**src/rtl/seqdet_capture.sv**
```systemverilog
// Serial-frame capture: assembles an N-bit LSB-first frame from x, records the per-bit
// hit mask and hit count from z, and holds the result until the next start.
module seqdet_capture #(
    parameter int unsigned N = 8
) (
    input  logic         clk,
    input  logic         reset,
    input  logic         start,
    input  logic         bit_en,
    input  logic         x,
    input  logic         z,
    output logic [N-1:0] data,
    output logic [N-1:0] hit_mask,
    output logic [3:0]   hit_cnt,
    output logic [3:0]   bit_idx,
    output logic         busy,
    output logic         done,
    output logic         done_pulse
);

    typedef enum logic [1:0] {StIdle, StCapture, StDone} state_e;

    state_e       state_q, state_d;
    logic [N-1:0] data_q, data_d;
    logic [N-1:0] mask_q, mask_d;
    logic [3:0]   cnt_q, cnt_d;
    logic [3:0]   idx_q, idx_d;
    logic         pulse_q, pulse_d;

    always_ff @(posedge clk or negedge reset) begin
        if (!reset) begin
            state_q <= StIdle;
            data_q  <= '0;
            mask_q  <= '0;
            cnt_q   <= '0;
            idx_q   <= '0;
            pulse_q <= 1'b0;
        end else begin
            state_q <= state_d;
            data_q  <= data_d;
            mask_q  <= mask_d;
            cnt_q   <= cnt_d;
            idx_q   <= idx_d;
            pulse_q <= pulse_d;
        end
    end

    always_comb begin
        state_d = state_q;
        data_d  = data_q;
        mask_d  = mask_q;
        cnt_d   = cnt_q;
        idx_d   = idx_q;
        pulse_d = 1'b0;

        if (start) begin
            // start wins over a coincident bit_en in every state
            state_d = StCapture;
            data_d  = '0;
            mask_d  = '0;
            cnt_d   = '0;
            idx_d   = '0;
        end else begin
            unique case (state_q)
                StCapture: begin
                    if (bit_en) begin
                        for (int unsigned i = 0; i < N; i++) begin
                            if (idx_q == 4'(i)) begin
                                data_d[i] = x;
                                mask_d[i] = z;
                            end
                        end
                        cnt_d = cnt_q + {3'b000, z};
                        idx_d = idx_q + 4'd1;
                        if (idx_q == 4'(N - 1)) begin
                            state_d = StDone;
                            pulse_d = 1'b1;
                        end
                    end
                end
                StIdle, StDone: ;
                default: state_d = StIdle;
            endcase
        end
    end

    assign data       = data_q;
    assign hit_mask   = mask_q;
    assign hit_cnt    = cnt_q;
    assign bit_idx    = idx_q;
    assign busy       = (state_q == StCapture);
    assign done       = (state_q == StDone);
    assign done_pulse = pulse_q;

endmodule

```
**config.mk**
```make
export PLATFORM = sky130hd
export DESIGN_NAME = seqdet_capture
export DESIGN_NICKNAME = d
export VERILOG_FILES = /design/src/rtl/seqdet_capture.sv
export SDC_FILE = /design/constraint.sdc
export NUM_CORES = 1
export LEC_CHECK = 0
export ABC_AREA = 1
export CAP_MARGIN = 20
export CORE_MARGIN = 10
export CORE_UTILIZATION = 40
export CTS_CLUSTER_SIZE = 30
export DETAILED_ROUTE_END_ITERATION = 10
export GPL_TIMING_DRIVEN = 0
export PLACE_DENSITY_LB_ADDON = 0.12
export SYNTH_ARGS = -nofsm -noshare
export SYNTH_HDL_FRONTEND = slang
export SYNTH_SLANG_ARGS = --single-unit
```
**constraint.sdc**
```tcl
create_clock -name clk -period 1 [get_ports clk]
set_input_delay 0.2 -clock clk [delete_from_list [all_inputs] [get_ports clk]]
set_output_delay 0.2 -clock clk [all_outputs]
set_load 0.1 [all_outputs]
```
==> impl_summary.log <==
[metrics] Core Rows: 21
[metrics] transition at the pin with the smallest max-transition slack: 701 ps
[metrics] number of distinct library cells after synthesis: 16
[metrics] fraction of final layout cells sized beyond drive strength 1: 68.6%
[metrics] number of vias after detailed routing: 1457
[metrics] worst endpoint data arrival time: 1160 ps
[metrics] r2r startpoint: bit_idx[1]
[metrics] chip width: 78.3 um
[metrics] count of pins on the block boundary: 33
[metrics] static leakage: 1.24 nW
[metrics] Yosys warnings: 0
[metrics] status: finished, violations left
[metrics] top cells by area in the synthesized netlist: sky130_fd_sc_hd__dfrtp_1 50%, sky130_fd_sc_hd__nand2_1 15%, sky130_fd_sc_hd__nand3_1 11%
[metrics] pin count of the biggest net entering global routing: 17
[metrics] clock skew: 10.9 ps
[metrics] post-detailed-placement half-perimeter wirelength: 2850 um
[metrics] hold slack: 248 ps
[metrics] final worst slack: -365 ps
[metrics] Post-Syn Area: 1360 um2
[metrics] dominant combinational cell family by area after synthesis: simple AND/OR/NAND/NOR gates
[metrics] Worst Path Max Fanout: 3
[metrics] Post-layout nets: 255
[metrics] reg2reg path depth: 7
[metrics] Post-CTS Hold Buffers: 0
[metrics] CTS tree: yes
[metrics] die area: 6140 um2
[metrics] sequential cell area fraction in the yosys report: 49.6%
[metrics] gate count of the mapped netlist: 174
[metrics] area share of and/or/nand/nor cells after synthesis: 35.2%
[metrics] CP Class: register to primary output
[metrics] power per cell area: 900 nW/um2
[metrics] share of the cycle needed by the critical path after routing: 136%
[metrics] detailed-route wire length per cell: 17.7 um
[metrics] clk_lat worst skew: 350 ps
[metrics] Startpoint Class: register
[metrics] Final Slew Violations: 0
[metrics] initial antenna violation count: 0
[metrics] layout overhead on the synthesized area: 100%
[metrics] number of port buffers: 32
[metrics] critical path endpoint category: primary output
[metrics] highest ir drop seen on vdd: 0.000562 V
[metrics] worst max-slew margin expressed relative to the limit: 53.1%
[metrics] Yosys top cell by area: sky130_fd_sc_hd__dfrtp_1
[metrics] non-filler cells, final: 288
[metrics] wire length of the first global-routing pass: 6880 um
[metrics] WL final: 5090 um
[metrics] count of final hold-check violations: 0
[metrics] TritonCTS buffer count: 3
[metrics] fraction of the mapped netlist area in compound gates: 2.21%
[metrics] worst-path cell chain: nor2_4 > buf_12
[metrics] Clock Pin Slew Worst Setup and Hold Paths: 160 ps
[metrics] die boundary height: 78.3 um
[metrics] flops & latches, synth: 27
[metrics] total chip power: 2.46 mW
[metrics] number of iterations in the first detailed-routing pass: 4
[metrics] setup repair after global routing missed its margin: yes
[metrics] clk root buf: sky130_fd_sc_hd__clkbuf_4
[metrics] starting utilization of the core area: 41.1%
[metrics] violated checks: negative setup slack
[metrics] Crit-path slowest cell: sky130_fd_sc_hd__dfrtp_2
[metrics] maximum frequency from static timing analysis: 733 MHz
[metrics] Fillers: 183
[metrics] DRT iter0 DRCs: 92
[metrics] number of max-cap violations: 0
[metrics] vias in the first global route: 1470
[metrics] buffer depth of the longest clock path: 2
[metrics] multiplexer fraction of the synthesized cell area: 0%
[metrics] final routed DRC violation total: 0
[metrics] setup_tns: -13120 ps
[metrics] required arrival time at the worst endpoint: 800 ps
[metrics] xor-xnor portion of the synthesized cell area: 0.643%
[metrics] largest stage delay on the critical path: 480 ps
[metrics] time the worst path needs with I/O delays and setup: 1360 ps
[metrics] global-route congestion overflow total: 0
[metrics] final weighted congestion in routability-driven placement: 0.763
[metrics] number of setup violations in the final report: 54
[metrics] number of H-tree levels: 1
[metrics] endpoint of the most critical register-to-register path: hit_mask[2]
[metrics] Overall Global Routing Usage: 13.8%
[metrics] Core ar.: 3310 um2
[metrics] Routed Antenna Nets: 0
[metrics] number of instances in the placed design: 253
[metrics] path class of the lowest-slack min-delay path: input pin to async pin
[metrics] syn_nets: 186
[metrics] worst setup slack for register-to-register paths: -320 ps
[metrics] Sinks on Clock Net: 27
[metrics] Post-Synthesis Mean Instance Area: 7.82 um2
[metrics] Post-Synth Adder-Cell Area: 5.51%
[metrics] area share of the largest cell type after synthesis: 49.6%
[metrics] Vias per Instance: 5.06
[metrics] count of inserted antenna diode cells: 0
==> worst max-delay path by stage <==
stage | startpoint | end | cells past startpoint
floorplan | hit_cnt[0] | hit_cnt[2] | 5
global placement | state_q[1] | done | 3
detailed placement | state_q[0] | busy | 3
CTS | state_q[0] | busy | 3
global route | state_q[1] | done | 3
finish | state_q[1] | busy | 2
==> report_power, final <==
part / total (mW) / internal (mW) / switching, mW
combinational: 0.772 / 0.300 / 0.473
sequential: 1.17 / 1.13 / 0.0460
clock: 0.510 / 0.151 / 0.358
total: 2.46 / 1.58 / 0.877
==> final cells by class <==
cell class	count	area (um2)	area share, %
repair buffers	64	872	32.0
inverters	17	82.6	3.03
multi-input cells	126	920	33.7
flip-flops and latches	27	727	26.7
clock inverters	1	5.00	0.183
clock buffers	3	22.5	0.826
well taps	46	57.6	2.11
plain buffers	4	41.3	1.51
==> kinds of logic (layout without fill, tap and decap cells) <==
group	after synthesis	count (layout)
simple gates	113	113
flops	27	27
buf+inv	21	89
fa+ha+maj	6	6
compound gates	6	6
xor+xnor	1	1
==> metrics by stage <==
step | cell area (um2) | util (%) | setup WS (ps)
finish | 2730 | 82.4 | -365
global route | 2730 | 82.4 | -418
CTS | 2350 | 70.9 | -377
detailed placement | 1990 | 60.0 | -938
global placement | 1960 | 59.2 | -906
floorplan | 1580 | - | -375
==> Yosys cell counts (all sizes together) <==
cell type / instances
nor2: 23
nand3: 30
o21ai: 4
a21oi: 2
xor2: 1
nand2: 60
clkinv: 1
inv: 16
dfrtp: 27
buf: 4
ha: 6
==> timing repair <==
item                                    4_1_cts  5_1_grt
endpoints found under the setup margin       54       54
gates cloned                                  1        1
resized for setup                           232       73
buffers inserted                             17       12
pin swaps                                     3       20
==> state kept, by name, indices dropped and copies added (netlist names) <==
register / count
bit_idx: 4
hit_mask: 8
done_pulse: 1
hit_cnt: 4
data: 8
state_q: 2
==> layer usage <==
| metal | GRT usage, % | part of all wire (%) |
|---|---|---|
| met1 | 15.8 | 41 |
| met2 | 24.6 | 54 |
| met3 | 3.64 | 4.2 |
| met4 | 4.30 | 1.2 |
| met5 | 0 | 0 |
==> critical path: cells and delay by family (launching register included) <==
| kind | cells | cell delay [ps] |
|---|---|---|
| buffers and inverters | 1 | 180 |
| AND/OR/NAND/NOR | 1 | 160 |
| flip-flops | 1 | 480 |
==> placed cells by master (no fill, tap or decap) <==
master | netlist | routed
sky130_fd_sc_hd__nand3_1 | 30 | 12
sky130_fd_sc_hd__nand2_4 | 0 | 9
sky130_fd_sc_hd__buf_6 | 1 | 10
sky130_fd_sc_hd__dfrtp_4 | 0 | 7
sky130_fd_sc_hd__clkdlybuf4s50_1 | 0 | 4
sky130_fd_sc_hd__clkinvlp_4 | 0 | 1
sky130_fd_sc_hd__buf_4 | 1 | 22
sky130_fd_sc_hd__buf_16 | 0 | 1
sky130_fd_sc_hd__inv_4 | 0 | 6
sky130_fd_sc_hd__clkbuf_4 | 0 | 3
sky130_fd_sc_hd__nand3_4 | 0 | 1
sky130_fd_sc_hd__buf_12 | 0 | 25
sky130_fd_sc_hd__buf_8 | 0 | 3
sky130_fd_sc_hd__xor2_1 | 1 | 1
sky130_fd_sc_hd__nor2_2 | 0 | 11
sky130_fd_sc_hd__nand3_2 | 0 | 17
sky130_fd_sc_hd__a21oi_1 | 2 | 1
sky130_fd_sc_hd__o21ai_1 | 0 | 4
sky130_fd_sc_hd__nand2_2 | 4 | 5
sky130_fd_sc_hd__dlymetal6s2s_1 | 0 | 1
sky130_fd_sc_hd__a21oi_2 | 0 | 1
sky130_fd_sc_hd__buf_2 | 2 | 2
sky130_fd_sc_hd__inv_2 | 1 | 7
sky130_fd_sc_hd__nor2_1 | 22 | 4
sky130_fd_sc_hd__nand2_1 | 56 | 46
sky130_fd_sc_hd__dfrtp_2 | 0 | 20
sky130_fd_sc_hd__nor2_4 | 1 | 8
sky130_fd_sc_hd__clkinv_2 | 0 | 1
sky130_fd_sc_hd__ha_4 | 0 | 6
sky130_fd_sc_hd__inv_1 | 15 | 3
No activity file was read; power rests on OpenSTA's default activity.
